**config.mk**
```make
export PLATFORM = sky130hd
export DESIGN_NAME = a5_1_keystream_gen
export DESIGN_NICKNAME = d
export VERILOG_FILES = /design/src/rtl/a5_1_keystream_gen.sv
export SDC_FILE = /design/constraint.sdc
export NUM_CORES = 1
export LEC_CHECK = 0
export ABC_AREA = 1
export CAP_MARGIN = 5
export CORE_MARGIN = 3
export CORE_UTILIZATION = 56
export CTS_CLUSTER_SIZE = 10
export DETAILED_ROUTE_END_ITERATION = 6
export GPL_TIMING_DRIVEN = 0
export PLACE_DENSITY = 0.79
export SLEW_MARGIN = 25
export SYNTH_ARGS = -nofsm -noshare
export SYNTH_HDL_FRONTEND = slang
export SYNTH_SLANG_ARGS = --single-unit
export TNS_END_PERCENT = 50
```
**constraint.sdc**
```tcl
create_clock -name clk -period 2 [get_ports clk]
set_input_delay 0.2 -clock clk [delete_from_list [all_inputs] [get_ports clk]]
set_output_delay 0.2 -clock clk [all_outputs]
set_load 0.005 [all_outputs]
```
**src/rtl/a5_1_keystream_gen.sv**
```systemverilog
// A5/1 keystream generator: three majority-clocked LFSRs plus the session sequencer
// (clear, key load, frame load, warm-up, handshaked keystream streaming).
module a5_1_keystream_gen #(
  parameter int unsigned WARMUP_CYCLES  = 100,
  parameter int unsigned KEYSTREAM_BITS = 228
) (
  input  logic        clk,
  input  logic        reset_n,
  input  logic        start,
  input  logic        abort,
  input  logic [63:0] key,
  input  logic [21:0] frame,
  output logic        ks_bit,
  output logic        ks_valid,
  input  logic        ks_ready,
  output logic        busy,
  output logic        done
);

  localparam int unsigned MAX_KW  = (WARMUP_CYCLES + 1 > 64) ? WARMUP_CYCLES + 1 : 64;
  localparam int unsigned CNT_MAX = (KEYSTREAM_BITS > MAX_KW) ? KEYSTREAM_BITS : MAX_KW;
  localparam int unsigned CNT_W   = $clog2(CNT_MAX + 1);

  localparam logic [CNT_W-1:0] CNT_ONE    = CNT_W'(1);
  localparam logic [CNT_W-1:0] KEY_LAST   = CNT_W'(63);
  localparam logic [CNT_W-1:0] FRAME_LAST = CNT_W'(21);
  localparam logic [CNT_W-1:0] WARM_LAST  = CNT_W'(WARMUP_CYCLES);
  localparam logic [CNT_W-1:0] KS_LAST    = CNT_W'(KEYSTREAM_BITS - 1);

  typedef enum logic [2:0] {
    S_IDLE,
    S_CLEAR,
    S_KEY,
    S_FRAME,
    S_WARMUP,
    S_STREAM
  } state_t;

  state_t            state, state_next;
  logic [CNT_W-1:0]  cnt, cnt_next;
  logic [18:0]       r1, r1_next;
  logic [21:0]       r2, r2_next;
  logic [22:0]       r3, r3_next;
  logic [63:0]       key_sr, key_next;
  logic [21:0]       frame_sr, frame_next;
  logic              done_q, done_next;

  logic              fb1, fb2, fb3;
  logic              maj;
  logic              clk1, clk2, clk3;
  logic [18:0]       r1_shift;
  logic [21:0]       r2_shift;
  logic [22:0]       r3_shift;

  assign fb1 = r1[13] ^ r1[16] ^ r1[17] ^ r1[18];
  assign fb2 = r2[20] ^ r2[21];
  assign fb3 = r3[7] ^ r3[20] ^ r3[21] ^ r3[22];

  assign r1_shift = {r1[17:0], fb1};
  assign r2_shift = {r2[20:0], fb2};
  assign r3_shift = {r3[21:0], fb3};

  // Registers whose clocking bit agrees with the majority step; at least two always do.
  assign maj  = (r1[8] & r2[10]) | (r1[8] & r3[10]) | (r2[10] & r3[10]);
  assign clk1 = (r1[8]  == maj);
  assign clk2 = (r2[10] == maj);
  assign clk3 = (r3[10] == maj);

  always_comb begin
    state_next = state;
    cnt_next   = cnt;
    r1_next    = r1;
    r2_next    = r2;
    r3_next    = r3;
    key_next   = key_sr;
    frame_next = frame_sr;
    done_next  = 1'b0;

    case (state)
      S_IDLE: begin
        if (start) begin
          state_next = S_CLEAR;
          key_next   = key;
          frame_next = frame;
          cnt_next   = '0;
        end
      end

      S_CLEAR: begin
        r1_next    = '0;
        r2_next    = '0;
        r3_next    = '0;
        cnt_next   = '0;
        state_next = S_KEY;
      end

      S_KEY: begin
        r1_next  = r1_shift ^ {{18{1'b0}}, key_sr[0]};
        r2_next  = r2_shift ^ {{21{1'b0}}, key_sr[0]};
        r3_next  = r3_shift ^ {{22{1'b0}}, key_sr[0]};
        key_next = {1'b0, key_sr[63:1]};
        if (cnt == KEY_LAST) begin
          cnt_next   = '0;
          state_next = S_FRAME;
        end else begin
          cnt_next = cnt + CNT_ONE;
        end
      end

      S_FRAME: begin
        r1_next    = r1_shift ^ {{18{1'b0}}, frame_sr[0]};
        r2_next    = r2_shift ^ {{21{1'b0}}, frame_sr[0]};
        r3_next    = r3_shift ^ {{22{1'b0}}, frame_sr[0]};
        frame_next = {1'b0, frame_sr[21:1]};
        if (cnt == FRAME_LAST) begin
          cnt_next   = '0;
          state_next = S_WARMUP;
        end else begin
          cnt_next = cnt + CNT_ONE;
        end
      end

      S_WARMUP: begin
        r1_next = clk1 ? r1_shift : r1;
        r2_next = clk2 ? r2_shift : r2;
        r3_next = clk3 ? r3_shift : r3;
        if (cnt == WARM_LAST) begin
          cnt_next   = '0;
          state_next = S_STREAM;
        end else begin
          cnt_next = cnt + CNT_ONE;
        end
      end

      S_STREAM: begin
        if (ks_ready) begin
          r1_next = clk1 ? r1_shift : r1;
          r2_next = clk2 ? r2_shift : r2;
          r3_next = clk3 ? r3_shift : r3;
          if (cnt == KS_LAST) begin
            cnt_next   = '0;
            state_next = S_IDLE;
            done_next  = 1'b1;
          end else begin
            cnt_next = cnt + CNT_ONE;
          end
        end
      end

      default: begin
        state_next = S_IDLE;
        cnt_next   = '0;
      end
    endcase

    // Abort overrides everything, including a start or a final handshake in the same cycle.
    if (abort) begin
      state_next = S_IDLE;
      cnt_next   = '0;
      r1_next    = r1;
      r2_next    = r2;
      r3_next    = r3;
      key_next   = key_sr;
      frame_next = frame_sr;
      done_next  = 1'b0;
    end
  end

  always_ff @(posedge clk or negedge reset_n) begin
    if (!reset_n) begin
      state    <= S_IDLE;
      cnt      <= '0;
      r1       <= '0;
      r2       <= '0;
      r3       <= '0;
      key_sr   <= '0;
      frame_sr <= '0;
      done_q   <= 1'b0;
    end else begin
      state    <= state_next;
      cnt      <= cnt_next;
      r1       <= r1_next;
      r2       <= r2_next;
      r3       <= r3_next;
      key_sr   <= key_next;
      frame_sr <= frame_next;
      done_q   <= done_next;
    end
  end

  assign ks_valid = (state == S_STREAM);
  assign busy     = (state != S_IDLE);
  assign done     = done_q;
  assign ks_bit   = ks_valid & (r1[18] ^ r2[21] ^ r3[22]);

endmodule

```
==> results.json <==
{
  "outcome": "finished clean",
  "hp-class": "in -> reg",
  "worstPathCellList": "buf_6, nand2_2, nor2_4, clkdlybuf4s50_1",
  "finalCritPeriodShare_pct": 95.0,
  "yosys.area.top_type": "dfrtp_1",
  "die_y_um": 127,
  "synth-main-ff-cell": "dfrtp_1",
  "peakVddDrop_v": 0.000695,
  "max_clock_freq_mhz": 526,
  "relSlewSlack_pct": 70.3,
  "cp_max_fo": 7,
  "avgSynthCellArea_sq_um": 8.59,
  "r2r-end": "r2[15]$_DFFE_PN0P_",
  "seq_area_frac_synth_pct": 49.6,
  "crit_required_ps": 1800,
  "hold_path_depth": 2,
  "p_clk_share_pct": 30.1,
  "core_area_sq_mm": 0.0141,
  "worst_pin_slew_ps": 446,
  "min_to": "done$_DFF_PN0_",
  "place.gp.congestion": 0.862,
  "use_met1_pct": 31.9,
  "grt_pass1_wl_um": 30700,
  "fill_cells": 1091,
  "finalHoldViolations": 0,
  "synth-edff-count": 0,
  "rows": 43,
  "place_hpwl_um": 11900,
  "holdWs_ps": 135,
  "wl_um": 17500,
  "ys_seq_elements": 162,
  "ant_nets": 0,
  "final_nets": 1164,
  "async_flop_share_pct": 100,
  "met3_usage_pct": 3.83,
  "skew_ps": 7.47,
  "die_area_sq_mm": 0.0161,
  "diodes": 0,
  "p_sw_mw": 3.90,
  "io_buffer_count": 93,
  "r2r_slack_ps": 160,
  "yosysTopAreaCellShare_pct": 49.6,
  "antenna_found_initial": 0,
  "cap_violations": 0,
  "clk_path_buf_depth": 2,
  "io_pins": 95,
  "grt_pass1_vias": 6542,
  "tritoncts.num_buffers": 17,
  "h-tree-depth": 4,
  "crit_arrival_ps": 1700,
  "finalSetupViolations": 0,
  "hp-start": "abort",
  "switching_share_pct": 33.3,
  "power_density_mw_per_mm2": 1160,
  "synthToLayoutAreaGrowth_pct": 23.1,
  "use_met2_pct": 37.6,
  "netlist_area_sq_mm": 0.00817,
  "period_minus_slack_ps": 1900,
  "combPwrFrac_pct": 32.1,
  "grt_max_degree": 67,
  "post-route-util_pct": 71.4,
  "wl_per_cell_um": 13.9,
  "busiest_layer": "met2",
  "p_leak_nw": 4.45,
  "cpPeakStageDelay_ps": 530,
  "die_w_um": 127,
  "overflow": 0,
  "drive_above_1_share_pct": 13.9,
  "numClockSinks": 162,
  "timing.rr.start": "state[2]$_DFFE_PN0P_",
  "dr.pass1.iters": 5,
  "viasPerCell": 5.36,
  "syn_inst": 952,
  "seq_power_share_pct": 37.8,
  "start_util_pct": 58.0,
  "yosys_warnings": 0,
  "drt_iter0_drc": 390,
  "crit_path_end_kind": "output pin",
  "root_buffer": "clkbuf_16",
  "crit_type": "reg -> out",
  "cts.clk_slew.worst_paths_ps": 60,
  "p_int_mw": 7.81,
  "crit_slowest_cell": "clkdlybuf4s50_1",
  "tritoncts": "built",
  "reg2reg_depth": 8,
  "final_max_slew_viol_count": 0,
  "synthDistinctLibCells": 41,
  "yosys-top-cells-area": "dfrtp_1 50%, nand2_1 12%, inv_1 6.6%, o211ai_1 6.2%, o21ai_0 4.2%",
  "synth_nets": 1048,
  "grt_usage_pct": 23.2,
  "drc": 0,
  "vias": 6742,
  "clock_latency_ps": 420,
  "crit_path_start_kind": "register"
}
flip-flops by register name (all words and copies together) (netlist names):
register  flops
frame_sr     22
r2           22
cnt           8
r1           19
done          1
key_sr       64
state         3
r3           23
what timing repair did:
| item | 4_1_cts | 5_1_grt |
|---|---|---|
| gates resized for setup | 6 | 9 |
| hold endpoints to repair | 43 | 0 |
| hold buffers | 1 | 0 |
| buffers inserted | 1 | 0 |
| endpoints found under the setup margin | 15 | 37 |
| pin swaps | 1 | 0 |
per-stage QoR:
| step | instances | setup TNS, ps | total power, mW | area (sq um) | worst slack (ps) |
|---|---|---|---|---|---|
| 5_1_grt | 1259 | -0.130 | 12.5 | 10100 | -0.130 |
| 2_1_floorplan | 952 | 0 | 7.15 | 8170 | 294 |
| 6_report | 1259 | 0 | 11.7 | 10100 | 99.3 |
| 3_3_place_gp | 1225 | -945300 | 8.05 | 9330 | -5850 |
| 4_1_cts | 1259 | 0 | 11.8 | 10100 | 79.2 |
| 3_5_place_dp | 1227 | -36.4 | 8.16 | 9390 | -35.8 |
worst max path at each step:
stage                         start  slack [ps]                endpoint  cells after the start
2_1_floorplan  state[1]$_DFFE_PN0P_         290      r1[16]$_DFFE_PN0P_                      8
3_3_place_gp                reset_n       -5850  key_sr[10]$_DFFE_PN0P_                      1
3_5_place_dp   state[1]$_DFFE_PN0P_         -40      r1[11]$_DFFE_PN0P_                      8
4_1_cts        state[2]$_DFFE_PN0P_          80                ks_valid                      4
5_1_grt        state[2]$_DFFE_PN0P_        -0.1  key_sr[17]$_DFFE_PN0P_                      7
6_report       state[2]$_DFFE_PN0P_         100                ks_valid                      4
power by group through the flow:
| stage | logic, mW | registers (mW) | clock network (mW) |
|---|---|---|---|
| floorplan | 2.76 | 4.39 | 0 |
| global placement | 3.61 | 4.44 | 0 |
| detailed placement | 3.68 | 4.47 | 0 |
| CTS | 3.76 | 4.43 | 3.59 |
| global route | 4.28 | 4.50 | 3.71 |
| finish | 3.76 | 4.43 | 3.52 |
per-layer routing:
metal  up-vias  part of all wire [%]
met5         -                     0
met4         0                   1.6
met3        20                   3.0
met2       123                    50
met1      3258                    46
li1       3341                     -
logic make-up after synthesis:
kind of cell    count (synthesis)  synth area share (%)
xor+xnor                        2                 0.214
simple gates                  342                  17.9
flops                         162                  49.6
buf+inv                       208                  11.6
fa+ha+maj                       5                 0.765
compound gates                233                  20.0
critical path, delay by kind of cell, from the launching register on:
kind,cells,cell delay (ps)
buf+inv,2,700
flops,1,360
simple gates,2,210
synthesized netlist by cell type (4+ instances only):
| library cell | n |
|---|---|
| o21ai_1 | 14 |
| o211ai_1 | 67 |
| inv_1 | 144 |
| nor2_1 | 23 |
| o22ai_1 | 30 |
| a21oi_1 | 9 |
| dfrtp_1 | 162 |
| nand3_2 | 4 |
| o21ai_0 | 68 |
| nand2_1 | 251 |
| inv_2 | 4 |
| buf_4 | 11 |
| o21ai_2 | 14 |
| nand3_1 | 37 |
| o22ai_2 | 10 |
| buf_2 | 19 |
| clkbuf_1 | 14 |
| ha_1 | 5 |
| buf_6 | 8 |
| o211ai_2 | 14 |
| nand4_1 | 7 |
| nor2_4 | 5 |
| nand2_2 | 6 |
cell type report:
cell class / instances / area (sq um) / share of cell area [%]
sequential: 162 / 4050 / 40.3
multi-input combinational: 582 / 3180 / 31.6
timing repair buffer: 97 / 1010 / 10.0
inverter: 149 / 562 / 5.58
clock buffer: 21 / 460 / 4.58
buffer: 59 / 397 / 3.94
tap: 180 / 225 / 2.24
clock inverter: 9 / 180 / 1.79
cell usage in the layout, fill, tap and decap left out, types with 3 or more instances in the layout:
cell / instances
nand2_1: 251
dfrtp_1: 162
inv_1: 144
clkdlybuf4s50_1: 91
o21ai_0: 68
o211ai_1: 67
nand3_1: 37
o22ai_1: 30
nor2_1: 23
buf_2: 20
clkbuf_16: 17
o211ai_2: 14
o21ai_2: 14
o21ai_1: 14
buf_4: 12
o22ai_2: 10
clkbuf_1: 9
buf_6: 8
a21oi_1: 8
clkbuf_2: 8
nand4_1: 7
nand2_2: 6
nor2_4: 5
bufinv_16: 5
inv_2: 4
nand3_2: 4
a21oi_2: 4
ha_1: 4
clkinvlp_4: 4
buf_8: 3
(Power assumes the default switching activity.)
